[src/rtl/stlb_way_unit.sv]
// One way of the second-level TLB: NSET entries of {valid, tag, pcid, ppn}.
// Lookup is combinational. One write port installs an entry. Shutdown
// clears the whole way in one cycle. The parent stlb owns PLRU and victim choice.
module stlb_way_unit #(
  parameter int unsigned SADDR = 64,
  parameter int unsigned SPAGE = 12,
  parameter int unsigned NSET  = 8,
  parameter int unsigned SPCID = 12,
  localparam int unsigned PPNW = SADDR - SPAGE,
  localparam int unsigned SETW = $clog2(NSET),
  localparam int unsigned TAGW = SADDR - SPAGE - SETW
) (
  input  logic            clk,
  input  logic            rst_n,
  input  logic            shutdown,
  input  logic [SETW-1:0]  rd_set,
  input  logic [TAGW-1:0]  rd_tag,
  input  logic [SPCID-1:0] rd_pcid,
  output logic             hit,
  output logic [PPNW-1:0]  rd_ppn,
  input  logic             we,
  input  logic [SETW-1:0]  wr_set,
  input  logic [TAGW-1:0]  wr_tag,
  input  logic [SPCID-1:0] wr_pcid,
  input  logic [PPNW-1:0]  wr_ppn,
  output logic [NSET-1:0]  valid
);

  logic [NSET-1:0]  r_valid;
  logic [TAGW-1:0]  r_tag  [NSET];
  logic [SPCID-1:0] r_pcid [NSET];
  logic [PPNW-1:0]  r_ppn  [NSET];

  logic             w_hit;

  // Entry storage: async clear, shutdown flush beats a same-cycle write.
  always_ff @(posedge clk or negedge rst_n) begin
    if (!rst_n) begin
      r_valid <= '0;
      for (int i = 0; i < NSET; i++) begin
        r_tag[i]  <= '0;
        r_pcid[i] <= '0;
        r_ppn[i]  <= '0;
      end
    end else if (shutdown) begin
      r_valid <= '0;
      for (int i = 0; i < NSET; i++) begin
        r_tag[i]  <= '0;
        r_pcid[i] <= '0;
        r_ppn[i]  <= '0;
      end
    end else if (we) begin
      r_valid[wr_set] <= 1'b1;
      r_tag[wr_set]   <= wr_tag;
      r_pcid[wr_set]  <= wr_pcid;
      r_ppn[wr_set]   <= wr_ppn;
    end
  end

  // Combinational lookup; the valid bit gates the match so zero tags are ordinary.
  always_comb begin
    w_hit  = r_valid[rd_set] && (r_tag[rd_set] == rd_tag) && (r_pcid[rd_set] == rd_pcid);
    rd_ppn = w_hit ? r_ppn[rd_set] : '0;
  end

  assign hit   = w_hit;
  assign valid = r_valid;

endmodule

[config.mk]
export PLATFORM = sky130hd
export DESIGN_NAME = stlb_way_unit
export DESIGN_NICKNAME = d
export VERILOG_FILES = /design/src/rtl/stlb_way_unit.sv
export SDC_FILE = /design/constraint.sdc
export NUM_CORES = 1
export LEC_CHECK = 0
export CORE_ASPECT_RATIO = 2
export CORE_MARGIN = 2
export CORE_UTILIZATION = 25
export CTS_BUF_LIST = sky130_fd_sc_hd__clkbuf_4 sky130_fd_sc_hd__clkbuf_8
export CTS_CLUSTER_DIAMETER = 100
export DETAILED_ROUTE_END_ITERATION = 8
export DONT_BUFFER_PORTS = 1
export PLACE_DENSITY = 0.43
export RECOVER_POWER = 25
export SETUP_SLACK_MARGIN = 0.15
export SLEW_MARGIN = 20
export SYNTH_ARGS = -nofsm -noshare
export SYNTH_HDL_FRONTEND = slang
export SYNTH_SLANG_ARGS = --single-unit
[constraint.sdc]
create_clock -name clk -period 3.45 [get_ports clk]
set_input_delay 0.5175 -clock clk [delete_from_list [all_inputs] [get_ports clk]]
set_output_delay 0.5175 -clock clk [all_outputs]
set_load 0.01 [all_outputs]
After elaboration in Yosys (flattened, before gate mapping)
Index checks and enable logic that the tools add are counted.
- bits in registers: 912
- bits in latches: 0
- memory bits (writable): 0
- ROM bits: 0
- input bits: 184
- output and inout bits: 61
- memories kept: 0
- add/sub/neg operators: 0
- multipliers: 0
- divide/modulo/power cells: 0
- magnitude comparators: 6
- equality and inequality tests: 2
- shifts and indexed selects: 0
- muxes and demuxes: 31
- bitwise operators: 3
- reduce and logical (&&, ||, !) cells: 5
- operators with widths (kind ; count):
    2-to-1 mux 416 bit ; 2
    2-to-1 mux 392 bit ; 2
    bitwise mux 416 bit ; 1
    bitwise mux 392 bit ; 1
    2-to-1 mux 52 bit ; 4
    2-to-1 mux 96 bit ; 2
    binary-select mux 52 bit (select 3 bit) ; 1
    demux 52 bit (select 3 bit) ; 1
    binary-select mux 49 bit (select 3 bit) ; 1
    demux 49 bit (select 3 bit) ; 1
    2-to-1 mux 49 bit ; 3
    bitwise mux 96 bit ; 1
    == test 49 bit ; 1
    binary-select mux 12 bit (select 3 bit) ; 1
    demux 12 bit (select 3 bit) ; 1
    2-to-1 mux 12 bit ; 3
    2-to-1 mux 8 bit ; 2
    == test 12 bit ; 1
    greater-or-equal comparator 4 bit (second input constant) ; 2
    < comparator 3 x 4 -> 1 bit (second input constant) ; 2
    NOT 3 -> 4 bit ; 2
    OR 8 bit ; 1
    logical AND 1 bit ; 4
    < comparator 4 x 1 -> 1 bit (second input constant) ; 1
    5 further kinds ; 6

Depth between registers and ports, before layout
- word-level depth: 8
- gate-level depth with buffers: 13
- gate-level depth less buffers: 7

Worst setup path before layout
No wires, ideal clock.
- path kind: in2out
- start point: input rd_set[2]
- end point: output rd_ppn[10]
- arrival: 2.922 ns
- slack: 0.010 ns
- cell stages on the path: 10
- buffers on the path: 4
- cells stage by stage: buf_2 buf_2 buf_1 mux4_2 mux2i_1 xnor2_1 nor4_2 nand4_2 buf_6 nor4_2
- cells in the longest elaborated chain, start to end: 8
- elaborated cells on any way between the ends: 17
- RTL lines (what ; line ; text):
    start, declared ; 16 ; input logic [SETW-1:0] rd_set,
    NOT 3 -> 4 bit (implied by the code) ; 62, 63 ;
    binary-select mux 49 bit (select 3 bit) ; 62 ; w_hit = r_valid[rd_set] && (r_tag[rd_set] == rd_tag) && (r_pcid[rd_set] == rd_pcid);
    2-to-1 mux 49 bit (implied by the code) (2 in a row) ; 62 ;
    == test 49 bit ; 62 ;
    logical AND 1 bit (2 in a row) ; 62 ;
    2-to-1 mux 52 bit * ; 63 ; rd_ppn = w_hit ? r_ppn[rd_set] : '0;
    end, declared ; 20 ; output logic [PPNW-1:0] rd_ppn,
Mark *: on every way between the ends. The rest lies on a longest branch, timed or not. The select of a mux whose other input is x is not followed.

Worst setup path after layout
- start point: register r_tag[273] (netlist bit)
- end point: output rd_ppn[22]
- cells in the longest elaborated chain, start to end: 7
- RTL lines (what ; line ; text):
    start, declared ; 30 ; logic [TAGW-1:0] r_tag [NSET];
    start signal, assigned by index ; 54 ; r_tag[wr_set] <= wr_tag;
    binary-select mux 49 bit (select 3 bit) ; 62 ;
    2-to-1 mux 49 bit (implied by the code) (2 in a row) ; 62 ;
    == test 49 bit ; 62 ;
    logical AND 1 bit (2 in a row) ; 62 ;
    2-to-1 mux 52 bit ; 63 ;
No other way between the ends. The select of a mux whose other input is x is not followed.

==> flow_summary_export.csv <==
group,metric,value,unit
detailed_routing,dr.pass1.iters,8,
synthesis,synth_ff_type,"dfrtp_1",
synthesis,ys_seq_area_share,51.2,%
final_layout,final_area,0.0590,mm^2
floorplan,core,0.178,mm^2
synthesis,yosysWarningCount,0,
status,violations,"max-capacitance violations, max-slew violations, negative setup slack",
critical_path,critPathArrivalTime,3.78,ns
floorplan,die_w,302,um
place,dpl_cell_area,0.0470,mm^2
sta,setup_ws,-0.851,ns
detailed_routing,post_drt_via_cell_ratio,4.82,
place,dp_slack,-0.519,ns
power,combPwrFrac,8.8,%
global_routing,grt_pass1_wl,264,mm
power,internal-power,17.7,mW
place,dpl.cell_count,6652,
floorplan,start_util,25.1,%
clock_tree,root_buffer,"clkbuf_8",
sta,report.final.slew_viol_count,1025,
sta,finalCriticalPeriod,4.30,ns
final_layout,drive_above_1_share,12.5,%
power,p_leak,26.2,nW
critical_path,r2r-start,"r_ppn[276]$_DFFE_PN0P_",
power,swShare,25.8,%
power,clockPowerShare,45.1,%
floorplan,die_area,0.182,mm^2
sta,tightest_slew,3.17,ns
sta,rsz0062_at_grt,"yes",
global_routing,grt_pass1_vias,39500,
detailed_routing,drtIter0Drc,2658,
status,status,"finished, violations left",
synthesis,synth_cell_type_count,38,
power,p_switching,6.16,mW
synthesis,syn_avg_cell_area,9.44,um^2
critical_path,path_class,"flop to output pin",
floorplan,rows,219,
clock_tree,cts_buffers,162,
synthesis,syn-cell-area,0.0445,mm^2
final_layout,finish.utilization,33.2,%
global_routing,track_usage,19.5,%
clock_tree,cts_sinks,912,
synthesis,syn_nets,4902,
power,power_density,405,mW/mm^2
place,dpl.hpwl,89.2,mm
global_routing,grt_max_degree,718,
sta,setup_violations,228,
synthesis,yosysTopAreaCell,"dfrtp_1",
detailed_routing,routed-via-count,37500,
synthesis,yosysTopAreaCellShare,51.2,%
power,seqPwrFrac,46.1,%
synthesis,ys_ff_latch,912,
clock_tree,clk_path_buf_depth,4,
synthesis,synth_edf_count,0,
global_routing,overflow,0,
detailed_routing,wl,178,mm
job,drv_cap,10,
synthesis,synth.top_cells.by_area,"dfrtp_1, nand2_1, a21oi_1",
floorplan,io_pins,245,
worst_hold_path,hold_class,"input pin to flop",
detailed_routing,wl_per_cell,22.8,um
sta,fin_tns_setup,-92.90,ns
sta,timing.hold.ws,0.180,ns
clock_tree,clock_latency,0.90,ns
final_layout,layout.nets,5529,
global_routing,antenna_found_initial,50,
critical_path,crit_required,2.93,ns
worst_hold_path,hp-start,"wr_set[1]",
sta,skew,0,ns
critical_path,startpoint_type,"flop",
place,io_buffers,0,
clock_tree,cts_max_level,4,
synthesis,async_flop_share,100,%
synthesis,synthCells,4718,
detailed_routing,ant_nets,0,
sta,max_slew_margin,-112,%
critical_path,critPathMaxFanout,9,
critical_path,crit_path_end_kind,"output pin",
clock_tree,cts_tree,"built",
power,power,23.9,mW
sta,hold_violations,0,
sta,fmax,0.233,GHz
final_layout,stdcell_count,7796,
place,finalWeightedCongestion,0.757,
clock_tree,clk_pin_slew,0.06,ns
power,irDropWorstVdd,0.347,mV
final_layout,syn_to_final_growth,32.4,%
floorplan,die_y,601,um
sta,fin_crit_sh,125,%
critical_path,critPathLaunch,"r_tag[273]$_DFFE_PN0P_",
detailed_routing,drc,0,
==> cells by family (layout without fill, tap and decap cells) <==
logic type / count (synthesis) / in the layout / synth area share, %
simple gates: 1945 / 1945 / 17.7
xor+xnor: 51 / 51 / 1.00
other cells: 0 / 20 / 0
mux: 361 / 361 / 13.6
buf+inv: 495 / 1233 / 5.50
compound gates: 954 / 954 / 10.9
flops: 912 / 912 / 51.2
==> sequential cells by signal, indices dropped and copies added (netlist names) <==
name,flops
valid,8
r_tag,392
r_ppn,416
r_pcid,96
==> area by class of cell <==
class	count	area [um^2]
clock inverters	15	139
repair buffers	958	9970
multi-input cells	3311	19900
well taps	2320	2900
flip-flops and latches	912	22800
fillers	18400	119000
clock buffers	260	3210
diodes	20	50.0
==> path summary, 6_finish.rpt <==
check / end / slack, ns / cells past startpoint
worst min-delay path: valid[1]$_DFFE_PN0P_ / 0.18 / 4
min in group asynchronous: r_ppn[348]$_DFFE_PN0P_ / 0.52 / 3
max in group asynchronous: r_ppn[73]$_DFFE_PN0P_ / 0.10 / 4
worst max register to register: r_ppn[276]$_DFFE_PN0P_ / 2.10 / 3
worst min register to register: r_tag[129]$_DFFE_PN0P_ / 0.52 / 2
worst max-delay path: rd_ppn[22] / -0.85 / 10
==> cells in the final DEF (no fill, tap or decap), types with 6 or more instances in the layout <==
cell and instances:
buf_4 66, nand2b_1 6, nor2_1 22, buf_12 30, dlygate4sd3_1 833, xor2_1 29
nor3_1 6, clkbuf_4 66, nand4_1 7, mux4_2 191, dfrtp_1 912, clkbuf_8 201
a21oi_1 907, buf_16 14, diode_2 20, mux2i_1 147, a22oi_1 8, o22ai_1 20
nor4_4 52, mux2_2 20, nand2_1 1813, xnor2_1 22, clkinv_2 8, nor2b_1 6
==> Yosys cell counts (all sizes together), types with 5 or more instances <==
| cell | count |
|---|---|
| nand2 | 1816 |
| dfrtp | 912 |
| a21oi | 907 |
| clkbuf | 316 |
| mux4 | 193 |
| buf | 179 |
| mux2i | 148 |
| nor4 | 58 |
| xor2 | 29 |
| nor2 | 27 |
| xnor2 | 22 |
| mux2 | 20 |
| o22ai | 20 |
| nand4 | 9 |
| nor3 | 9 |
| a22oi | 8 |
| nand2b | 6 |
| nor2b | 6 |
| o21ai | 5 |
| or3 | 5 |
==> layer usage <==
layer  global-route usage, %  wire length (um)  vias to the layer above  share of wire (%)
met4                    7.52              6610                       22                3.7
met3                    4.01             10900                      354                6.1
met5                       0               138                        -              0.078
met1                    23.6             70700                    19000                 40
met2                    33.5             89500                     1082                 50
li1                        -                 -                    17000                  -
==> repair_timing <==
action	in CTS	in global routing
resized for setup	10	4
cloned	3	2
endpoints found under the setup margin	53	139
endpoints found under the hold margin	1219	35
pin swaps	49	8
hold buffers	833	3
buffers inserted	4	0
==> power groups by stage <==
stage,logic (mW),registers [mW],clock network (mW)
after floorplan,1.22,11.2,0
after global placement,1.12,11.2,0
after detailed placement,1.38,11.2,0
after CTS,1.97,11.0,11.1
after global routing,2.28,11.0,11.6
final,2.10,11.0,10.8
==> critical path: stages (launching register included) <==
cell,delay [ns]
dfrtp_1,0.38
mux4_2,0.46
mux2i_1,0.17
xor2_1,0.22
nand4_1,0.25
nor4_4,0.41
buf_4,0.18
nand4_4,0.07
buf_12,0.19
buf_12,0.18
nor4_4,0.33
Power figures use the tool's default switching activity.
